## src/rtl/mem_stage_pkg.sv

```systemverilog
// Shared types and constants for the memory-access stage.
//   state_e      : stage FSM state
//   F3_*         : load/store funct3 encodings
//   MASK_*       : byte-strobe masks per access size
//   size_mask()  : strobe mask for a size code
//   low_mask()   : address bits below the natural alignment of a size code
package mem_stage_pkg;

  localparam int unsigned XLEN   = 64;
  localparam int unsigned STRB_W = 8;
  localparam int unsigned CNT_W  = 8;

  typedef enum logic [1:0] {
    ST_IDLE = 2'd0,
    ST_REQ  = 2'd1,
    ST_WAIT = 2'd2,
    ST_RESP = 2'd3
  } state_e;

  localparam logic [2:0] F3_LB  = 3'b000;
  localparam logic [2:0] F3_LH  = 3'b001;
  localparam logic [2:0] F3_LW  = 3'b010;
  localparam logic [2:0] F3_LD  = 3'b011;
  localparam logic [2:0] F3_LBU = 3'b100;
  localparam logic [2:0] F3_LHU = 3'b101;
  localparam logic [2:0] F3_LWU = 3'b110;

  localparam logic [2:0] F3_SB  = 3'b000;
  localparam logic [2:0] F3_SH  = 3'b001;
  localparam logic [2:0] F3_SW  = 3'b010;
  localparam logic [2:0] F3_SD  = 3'b011;

  localparam logic [STRB_W-1:0] MASK_B = 8'h01;
  localparam logic [STRB_W-1:0] MASK_H = 8'h03;
  localparam logic [STRB_W-1:0] MASK_W = 8'h0F;
  localparam logic [STRB_W-1:0] MASK_D = 8'hFF;

  function automatic logic [STRB_W-1:0] size_mask(input logic [1:0] sz);
    case (sz)
      2'd0:    return MASK_B;
      2'd1:    return MASK_H;
      2'd2:    return MASK_W;
      default: return MASK_D;
    endcase
  endfunction

  function automatic logic [2:0] low_mask(input logic [1:0] sz);
    case (sz)
      2'd0:    return 3'b000;
      2'd1:    return 3'b001;
      2'd2:    return 3'b011;
      default: return 3'b111;
    endcase
  endfunction

endpackage

```

## src/rtl/mem_access_stage_load_align.sv

```systemverilog
// load_align: selects the addressed lane of a read doubleword and
// sign- or zero-extends it according to the load funct3.
//   rdata     in  64 : doubleword returned by data memory
//   addr_lo   in  3  : byte offset of the access within the doubleword
//   funct3    in  3  : load size/signedness
//   load_data out 64 : extended load value (0 for an unused code)
module load_align
  import mem_stage_pkg::*;
(
  input  logic [XLEN-1:0] rdata,
  input  logic [2:0]      addr_lo,
  input  logic [2:0]      funct3,
  output logic [XLEN-1:0] load_data
);

  logic [XLEN-1:0] lane;

  // Shift the addressed byte down to bit 0, then extend.
  always_comb begin
    lane      = rdata >> {addr_lo, 3'b000};
    load_data = '0;
    case (funct3)
      F3_LB:   load_data = {{56{lane[7]}},  lane[7:0]};
      F3_LH:   load_data = {{48{lane[15]}}, lane[15:0]};
      F3_LW:   load_data = {{32{lane[31]}}, lane[31:0]};
      F3_LD:   load_data = lane;
      F3_LBU:  load_data = {56'd0, lane[7:0]};
      F3_LHU:  load_data = {48'd0, lane[15:0]};
      F3_LWU:  load_data = {32'd0, lane[31:0]};
      default: load_data = '0;
    endcase
  end

endmodule

```

## src/rtl/mem_access_stage.sv

```systemverilog
// mem_access_stage: memory-access stage of the SEQ RV64 core.
// Takes the ALU result as effective address and rd2 as store data, runs a
// req/gnt/rvalid handshake with data memory, aligns store lanes and
// extends loads, and returns the write-back value over valid/ready.
// Non-memory instructions pass alu_result through with one cycle latency.
//   MAX_WAIT            : cycles allowed in REQ+WAIT before a bus timeout
//   clk, rst_n          : clock, synchronous active-low reset
//   in_valid/in_ready   : upstream handshake (ready only in IDLE)
//   mem_read/mem_write  : load / store flags (store wins if both)
//   funct3              : access size and signedness
//   alu_result, rd2     : effective address / pass-through value, store data
//   dmem_*              : data-memory request/grant/response interface
//   out_valid/out_ready : downstream handshake
//   out_data, out_err   : write-back value, error (illegal/misaligned/timeout)
// Build option: MEM_MISALIGN_TRAP_EN makes non-naturally-aligned accesses
// an error; otherwise the low address bits are aligned down silently.
module mem_access_stage
  import mem_stage_pkg::*;
#(
  parameter int unsigned MAX_WAIT = 255
) (
  input  logic              clk,
  input  logic              rst_n,
  input  logic              in_valid,
  output logic              in_ready,
  input  logic              mem_read,
  input  logic              mem_write,
  input  logic [2:0]        funct3,
  input  logic [XLEN-1:0]   alu_result,
  input  logic [XLEN-1:0]   rd2,
  output logic              dmem_req,
  output logic              dmem_we,
  output logic [XLEN-1:0]   dmem_addr,
  output logic [XLEN-1:0]   dmem_wdata,
  output logic [STRB_W-1:0] dmem_wstrb,
  input  logic              dmem_gnt,
  input  logic              dmem_rvalid,
  input  logic [XLEN-1:0]   dmem_rdata,
  output logic              out_valid,
  input  logic              out_ready,
  output logic [XLEN-1:0]   out_data,
  output logic              out_err
);

  state_e              state_q, state_d;
  logic [CNT_W-1:0]    cnt_q, cnt_d, cnt_inc;
  logic [XLEN-1:0]     addr_q, addr_d;
  logic [XLEN-1:0]     wdata_q, wdata_d;
  logic [STRB_W-1:0]   wstrb_q, wstrb_d;
  logic [2:0]          f3_q, f3_d;
  logic [2:0]          off_q, off_d;
  logic                wr_q, wr_d;
  logic                in_ready_q, in_ready_d;
  logic                dmem_req_q, dmem_req_d;
  logic                dmem_we_q, dmem_we_d;
  logic                out_valid_q, out_valid_d;
  logic [XLEN-1:0]     out_data_q, out_data_d;
  logic                out_err_q, out_err_d;

  logic [XLEN-1:0]     load_data, resp_data;
  logic                is_mem, is_store, legal, misalign, timeout;
  logic [2:0]          low, in_off;

  load_align u_load_align (
    .rdata     (dmem_rdata),
    .addr_lo   (off_q),
    .funct3    (f3_q),
    .load_data (load_data)
  );

  // Decode the incoming instruction; the lane offset is always aligned down.
  always_comb begin
    is_store = mem_write;
    is_mem   = mem_read | mem_write;
    low      = low_mask(funct3[1:0]);
    legal    = is_store ? ~funct3[2] : (funct3 != 3'b111);
    in_off   = alu_result[2:0] & ~low;
`ifdef MEM_MISALIGN_TRAP_EN
    misalign = (alu_result[2:0] & low) != 3'b000;
`else
    misalign = 1'b0;
`endif
  end

  assign cnt_inc   = cnt_q + CNT_W'(1);
  assign timeout   = (cnt_inc == CNT_W'(MAX_WAIT));
  assign resp_data = wr_q ? '0 : load_data;

  // Next-state and next-output logic.
  always_comb begin
    state_d    = state_q;
    cnt_d      = cnt_q;
    addr_d     = addr_q;
    wdata_d    = wdata_q;
    wstrb_d    = wstrb_q;
    f3_d       = f3_q;
    off_d      = off_q;
    wr_d       = wr_q;
    out_data_d = out_data_q;
    out_err_d  = out_err_q;

    case (state_q)
      ST_IDLE: begin
        if (in_valid) begin
          addr_d  = {alu_result[XLEN-1:3], 3'b000};
          f3_d    = funct3;
          off_d   = in_off;
          wr_d    = is_store;
          wstrb_d = is_store ? STRB_W'(size_mask(funct3[1:0]) << in_off) : '0;
          wdata_d = is_store ? (rd2 << {in_off, 3'b000}) : '0;
          if (!is_mem) begin
            state_d    = ST_RESP;
            out_data_d = alu_result;
            out_err_d  = 1'b0;
          end else if (!legal || misalign) begin
            state_d    = ST_RESP;
            out_data_d = '0;
            out_err_d  = 1'b1;
          end else begin
            state_d = ST_REQ;
            cnt_d   = '0;
          end
        end
      end
      ST_REQ: begin
        cnt_d = cnt_inc;
        // A response arriving with the grant completes in one step.
        if (dmem_gnt && dmem_rvalid) begin
          state_d    = ST_RESP;
          out_data_d = resp_data;
          out_err_d  = 1'b0;
        end else if (dmem_gnt) begin
          state_d = ST_WAIT;
        end else if (timeout) begin
          state_d    = ST_RESP;
          out_data_d = '0;
          out_err_d  = 1'b1;
        end
      end
      ST_WAIT: begin
        cnt_d = cnt_inc;
        if (dmem_rvalid) begin
          state_d    = ST_RESP;
          out_data_d = resp_data;
          out_err_d  = 1'b0;
        end else if (timeout) begin
          state_d    = ST_RESP;
          out_data_d = '0;
          out_err_d  = 1'b1;
        end
      end
      ST_RESP: begin
        if (out_ready) begin
          state_d    = ST_IDLE;
          out_data_d = '0;
          out_err_d  = 1'b0;
        end
      end
      default: state_d = ST_IDLE;
    endcase

    in_ready_d  = (state_d == ST_IDLE);
    dmem_req_d  = (state_d == ST_REQ);
    dmem_we_d   = (state_d == ST_REQ) && wr_d;
    out_valid_d = (state_d == ST_RESP);
  end

  // State and output registers.
  always_ff @(posedge clk) begin
    if (!rst_n) begin
      state_q     <= ST_IDLE;
      cnt_q       <= '0;
      addr_q      <= '0;
      wdata_q     <= '0;
      wstrb_q     <= '0;
      f3_q        <= '0;
      off_q       <= '0;
      wr_q        <= 1'b0;
      in_ready_q  <= 1'b1;
      dmem_req_q  <= 1'b0;
      dmem_we_q   <= 1'b0;
      out_valid_q <= 1'b0;
      out_data_q  <= '0;
      out_err_q   <= 1'b0;
    end else begin
      state_q     <= state_d;
      cnt_q       <= cnt_d;
      addr_q      <= addr_d;
      wdata_q     <= wdata_d;
      wstrb_q     <= wstrb_d;
      f3_q        <= f3_d;
      off_q       <= off_d;
      wr_q        <= wr_d;
      in_ready_q  <= in_ready_d;
      dmem_req_q  <= dmem_req_d;
      dmem_we_q   <= dmem_we_d;
      out_valid_q <= out_valid_d;
      out_data_q  <= out_data_d;
      out_err_q   <= out_err_d;
    end
  end

  assign in_ready   = in_ready_q;
  assign dmem_req   = dmem_req_q;
  assign dmem_we    = dmem_we_q;
  assign dmem_addr  = addr_q;
  assign dmem_wdata = wdata_q;
  assign dmem_wstrb = wstrb_q;
  assign out_valid  = out_valid_q;
  assign out_data   = out_data_q;
  assign out_err    = out_err_q;

endmodule

```

## config.mk

```make
export PLATFORM = sky130hd
export DESIGN_NAME = mem_access_stage
export DESIGN_NICKNAME = d
export VERILOG_FILES = /design/src/rtl/mem_stage_pkg.sv /design/src/rtl/mem_access_stage_load_align.sv /design/src/rtl/mem_access_stage.sv
export SDC_FILE = /design/constraint.sdc
export NUM_CORES = 1
export LEC_CHECK = 0
export ABC_AREA = 1
export ABC_CLOCK_PERIOD_IN_PS = 2700
export CAP_MARGIN = 20
export CORE_UTILIZATION = 48
export CTS_CLUSTER_SIZE = 25
export DETAILED_ROUTE_END_ITERATION = 12
export GPL_ROUTABILITY_DRIVEN = 0
export HOLD_SLACK_MARGIN = 0.1
export PLACE_DENSITY_LB_ADDON = 0.3
export SETUP_SLACK_MARGIN = 0.5
export SYNTH_ARGS = -nofsm -noshare
export SYNTH_HDL_FRONTEND = slang
export SYNTH_SLANG_ARGS = --single-unit
```

## constraint.sdc

```tcl
create_clock -name clk -period 2.7 [get_ports clk]
set_input_delay 0.27 -clock clk [delete_from_list [all_inputs] [get_ports clk]]
set_output_delay 0.27 -clock clk [all_outputs]
set_load 0.03 [all_outputs]
```

Word-level counts from Yosys, hierarchy flattened
Index checks and enable logic that the tools add are counted.
Operators by class
  add/subtract/negate cells: 1
  equality and inequality tests: 21
  shift-type cells: 3
  muxes and demuxes: 42
  bitwise operators: 4
  reduce and logical (&&, ||, !) cells: 11
Operators with widths (count)
  $mux 64: 10
  $pmux 64 s7: 1
  $pmux 64 s4: 1
  $shl 64x6->64: 1
  $shr 64x6->64: 1
  $mux 8: 6
  $pmux 8 s3: 1
  $mux 2: 8
  $pmux 8 s2: 1
  $mux 1: 11
  $eq 3x3->1 const B: 3
  $ne 3x3->1 const B: 3
  $pmux 3 s3: 1
  $add 8x1->8 const B: 1
  $eq 2x2->1 const B: 4
  $eq 8x8->1 const B: 1
  $ne 2x2->1 const B: 4
  $pmux 2 s4: 1
  $reduce_and 4->1: 2
  $shl 8x3->8: 1
  $eq 2x1->1 const B: 3
  $eq 3x2->1 const B: 2
  $logic_not 2->1: 3
  $pmux 1 s4: 1
  other kinds (10): 11
Word-level totals
  bits in registers: 219
  input bits: 203
  word-level logic and storage cells: 96

Logic depth before layout (Yosys ltp)
  word-level depth: 8
  depth in mapped cells: 15
  depth with buffers taken out: 14

Cells and area by module
A second synthesis with hierarchy kept.
Second synthesis, totals
  cells, all modules: 2640
  area total of the unflattened synthesis: 15222.1 um^2
By module, submodules not included
  mem_access_stage: times used 1, cells an instance 2133, area an instance 12787.3 um^2, sequential area each 4384.2 um^2
  load_align: times used 1, cells an instance 507, area an instance 2434.8 um^2, sequential area each 0.0 um^2

Worst setup path after synthesis
No wires, ideal clock.
  path type: reg2reg
  start point: register state_q[0]
  end point: register wdata_q[49] (netlist: dmem_wdata[49])
  arrival time: 1.764 ns
  data required time: 2.585 ns
  path slack: 0.821 ns
  cell stages (with the launch flop): 12
  path through: dfxtp_1 inv_1 ha_1 nand2_1 nor2_1 inv_1 nor2_1 inv_2 clkbuf_1 nor2_1 o21ai_0 inv_1
Between the ends
  word-level cells in the longest chain between the ends: 2
Ends and longest elaborated chain
  start, declared: RTL line mem_access_stage.sv:45  | state_e state_q, state_d;
  start signal, assigned: RTL line mem_access_stage.sv:186  | state_q <= state_d;
  $logic_not 2->1: RTL line mem_access_stage.sv:102  | case (state_q)
  $reduce_and 2->1 (no line)
  end signal, assigned: RTL line mem_access_stage.sv:189  | wdata_q <= wdata_d;
  end, declared: RTL line mem_access_stage.sv:48  | logic [XLEN-1:0] wdata_q, wdata_d;
Every way passes these cells.
A chain may end at the register's enable or synchronous reset.

Worst setup path in the final report
  start point: register state_q[0]
  end point: register wdata_q[9] (netlist: dmem_wdata[9])
The elaborated chain is that of the path after synthesis.

==> flow_summary.ini <==
[die]
num_rows = 60
die_w_um = 168.9
initial_utilization_pct = 49.23
coreArea_um2 = 27180
dieHeight_um = 168.9
io_pins = 408
dieArea_um2 = 28540

[run]
cap_violations = 0

[synthesis]
ys_seq_elements = 219
yosysUniqueCellTypes = 44
syn_area_um2 = 13380
synthesis.instances = 2221
ys_warn_count = 0
synthFlopType = dfxtp_1
yosysSeqAreaShare_pct = 32.77
avgSynthCellArea_um2 = 6.023
async_flop_share_pct = 0
synth_edf_count = 0

[sta]
final.setup_skew_ns = 0.006522
setup_viol = 0
hold_viol_final = 0
worstMarginPinSlew_ns = 0.7613
finalCritPeriodShare_pct = 80.28
max_freq_ghz = 0.4614
timing.final.ws_setup_ns = 0.5325
setup_tns_ns = 0
slew_headroom_pct = 48.71
rsz0062_at_grt = yes
slew_viol_final = 0
fin_crit_ns = 2.168

[global_routing]
grt_usage_pct = 36.95
grt_start_max_net_pins = 126
grt_first_pass_wirelength_um = 83630
grt_pass1_vias = 16014
grt_overflow_total = 0
antenna_found_initial = 1

[clocking]
cts_sinks = 219
path_clk_slew_ns = 0.06
clock_path_buffers = 3
clock_latency_ns = 0.52
cts_buffers = 25
cts_root_buf = clkbuf_16
cts_max_level = 1
cts_tree = done

[placed_design]
dp_hpwl_um = 39950
place_ws_ns = 0.05957
dpl_cell_area_um2 = 17650
port_buffers = 404
place_inst = 2870

[critical_path]
crit_chain = inv_1 -> ha_1 -> nand2_4 -> nor2_1 -> nand2_1 -> clkinvlp_4 -> buf_4 -> nand3_1 -> a21oi_1
worst-setup-path-type = reg -> reg
cp_max_fo = 12
critPathTopFamily = buffers and inverters
start_kind = flip-flop
cp.arrival_ns = 2.55
max_stage_delay_ns = 0.40
cp_num_buf_inv = 3
ff2ff_setup_slack_ns = 0.53
critical_path.endpoint_type = flip-flop
cpMaxStageDelayCell = dfxtp_1
critical_path_required_ns = 3.08

[run_status]
status = finished clean

[finish]
layoutNonFillerInstCount = 2934
num_antenna_cells = 0
final_cell_area_um2 = 18970
area_delta_synth_final_pct = 41.81
mostFrequentLayoutCells = 610 x nand2_1, 403 x clkdlybuf4s50_1, 312 x nor2_1
fin_nets = 2754
final_common_cell = nand2_1
drive_gt1_share_pct = 6.206

[pwr]
peakVddDrop_v = 0.0007433
leakagePower_nw = 7.808
power_mw = 18.46
power_density_nw_per_um2 = 973.0

[route]
routed_via_density = 5.772
drt_iter0_markers = 1919
drc = 0
routed_wl_um = 56110
via_count = 16936
wl_per_cell_um = 19.13
final_antenna_net_count = 0
drt-pass1-iter-count = 9

[min_path]
hp-class = in -> reg
-- power breakdown --
group	leakage [nW]	switching [mW]	internal, mW
Sequential	1.79	0.531	3.99
Combinational	5.57	6.68	3.60
Clock	0.445	1.39	2.26
-- flip-flops by register name (all words and copies together), names as in the netlist --
name and cells:
dmem_addr 61, off_q 3, dmem_wdata 64, in_ready 1, out_valid 1, dmem_wstrb 8, dmem_req 1, cnt_q 8
wr_q 1, state_q 2, f3_q 3, out_data 64, out_err 1, dmem_we 1
-- Yosys cell counts, types with 2 or more instances --
cell type | n | area share, %
clkbuf_1 | 106 | 3.0
o221ai_1 | 10 | 0.65
o21ai_0 | 208 | 7.8
a211oi_1 | 9 | 0.51
inv_1 | 107 | 3.0
o21a_1 | 3 | 0.17
dfxtp_1 | 219 | 33
a21o_1 | 3 | 0.17
a21oi_1 | 157 | 5.9
a22oi_1 | 8 | 0.45
buf_6 | 7 | 0.59
o31ai_1 | 7 | 0.39
o22ai_1 | 2 | 0.094
buf_2 | 36 | 1.3
or2_2 | 8 | 0.37
buf_1 | 19 | 0.53
o211ai_1 | 20 | 1.1
ha_1 | 7 | 0.65
o21bai_1 | 4 | 0.22
o21ai_1 | 4 | 0.15
buf_4 | 12 | 0.67
nand3_1 | 253 | 9.5
nand4_1 | 41 | 1.9
nand2_1 | 613 | 17
a21boi_0 | 5 | 0.28
inv_2 | 6 | 0.17
nor3_1 | 11 | 0.41
nor2_1 | 316 | 8.9
or2_1 | 4 | 0.19
xor2_1 | 2 | 0.13
-- worst register-to-register path: stages, from the launching register on --
cell and delay (ns):
dfxtp_1 0.40, inv_1 0.13, ha_1 0.28, nand2_4 0.10, nor2_1 0.07, nand2_1 0.27
clkinvlp_4 0.33, buf_4 0.24, nand3_1 0.12, a21oi_1 0.08
-- through the flow --
stage,utilization (%),hold WS (ns)
2_1_floorplan,-,0.4183
3_3_place_gp,64.96,0.4509
3_5_place_dp,64.96,0.4570
4_1_cts,68.36,0.1883
5_1_grt,69.81,0.2050
6_report,69.81,0.2040
-- routing by layer --
layer	up-vias	GRT usage [%]	share of wire, %	routed length, um
li1	7953	-	-	-
met3	274	9.235	10	5699
met2	1016	66.83	49	27260
met5	-	0	0.021	12
met4	2	26.13	8.1	4547
met1	7691	37.09	33	18600
-- final cells by class --
class	instances	area (um2)
Inverter	115	456.7
Timing Repair Buffer	473	4918
Sequential cell	219	4390
Multi-Input combinational cell	1710	7851
Tap cell	372	465.4
Clock inverter	11	158.9
Clock buffer	34	729.5
Fill cell	2322	8205
-- final timing paths --
path / start / to / depth (start not counted)
max: state_q[0] / dmem_wdata[9] / 9
min: rst_n / cnt_q[7] / 3
min reg2reg: dmem_wstrb[7] / dmem_wstrb[7] / 2
max reg2reg: state_q[0] / dmem_wdata[9] / 9
-- cells by family (layout without fill, tap and decap cells) --
| logic type | Yosys count | in the layout | share of synthesized area (%) |
|---|---|---|---|
| other | 1 | 3 | 0.02803 |
| and+or+nand+nor | 1252 | 1253 | 38.88 |
| AOI/OAI and AO/OA | 445 | 445 | 18.17 |
| DFF | 219 | 219 | 32.77 |
| xor gates and xnor gates | 2 | 2 | 0.1310 |
| buffers and inverters | 295 | 633 | 9.362 |
| adders and majority gates | 7 | 7 | 0.6547 |
-- timing repair --
action                                  4_1_cts  5_1_grt
gates resized for setup                       5       37
endpoints found under the setup margin       60       96
gates cloned                                  0        8
setup buffers                                 1       10
pin swaps                                     1        7
hold buffers                                  0        0
No activity file was read; power rests on OpenSTA's default activity.
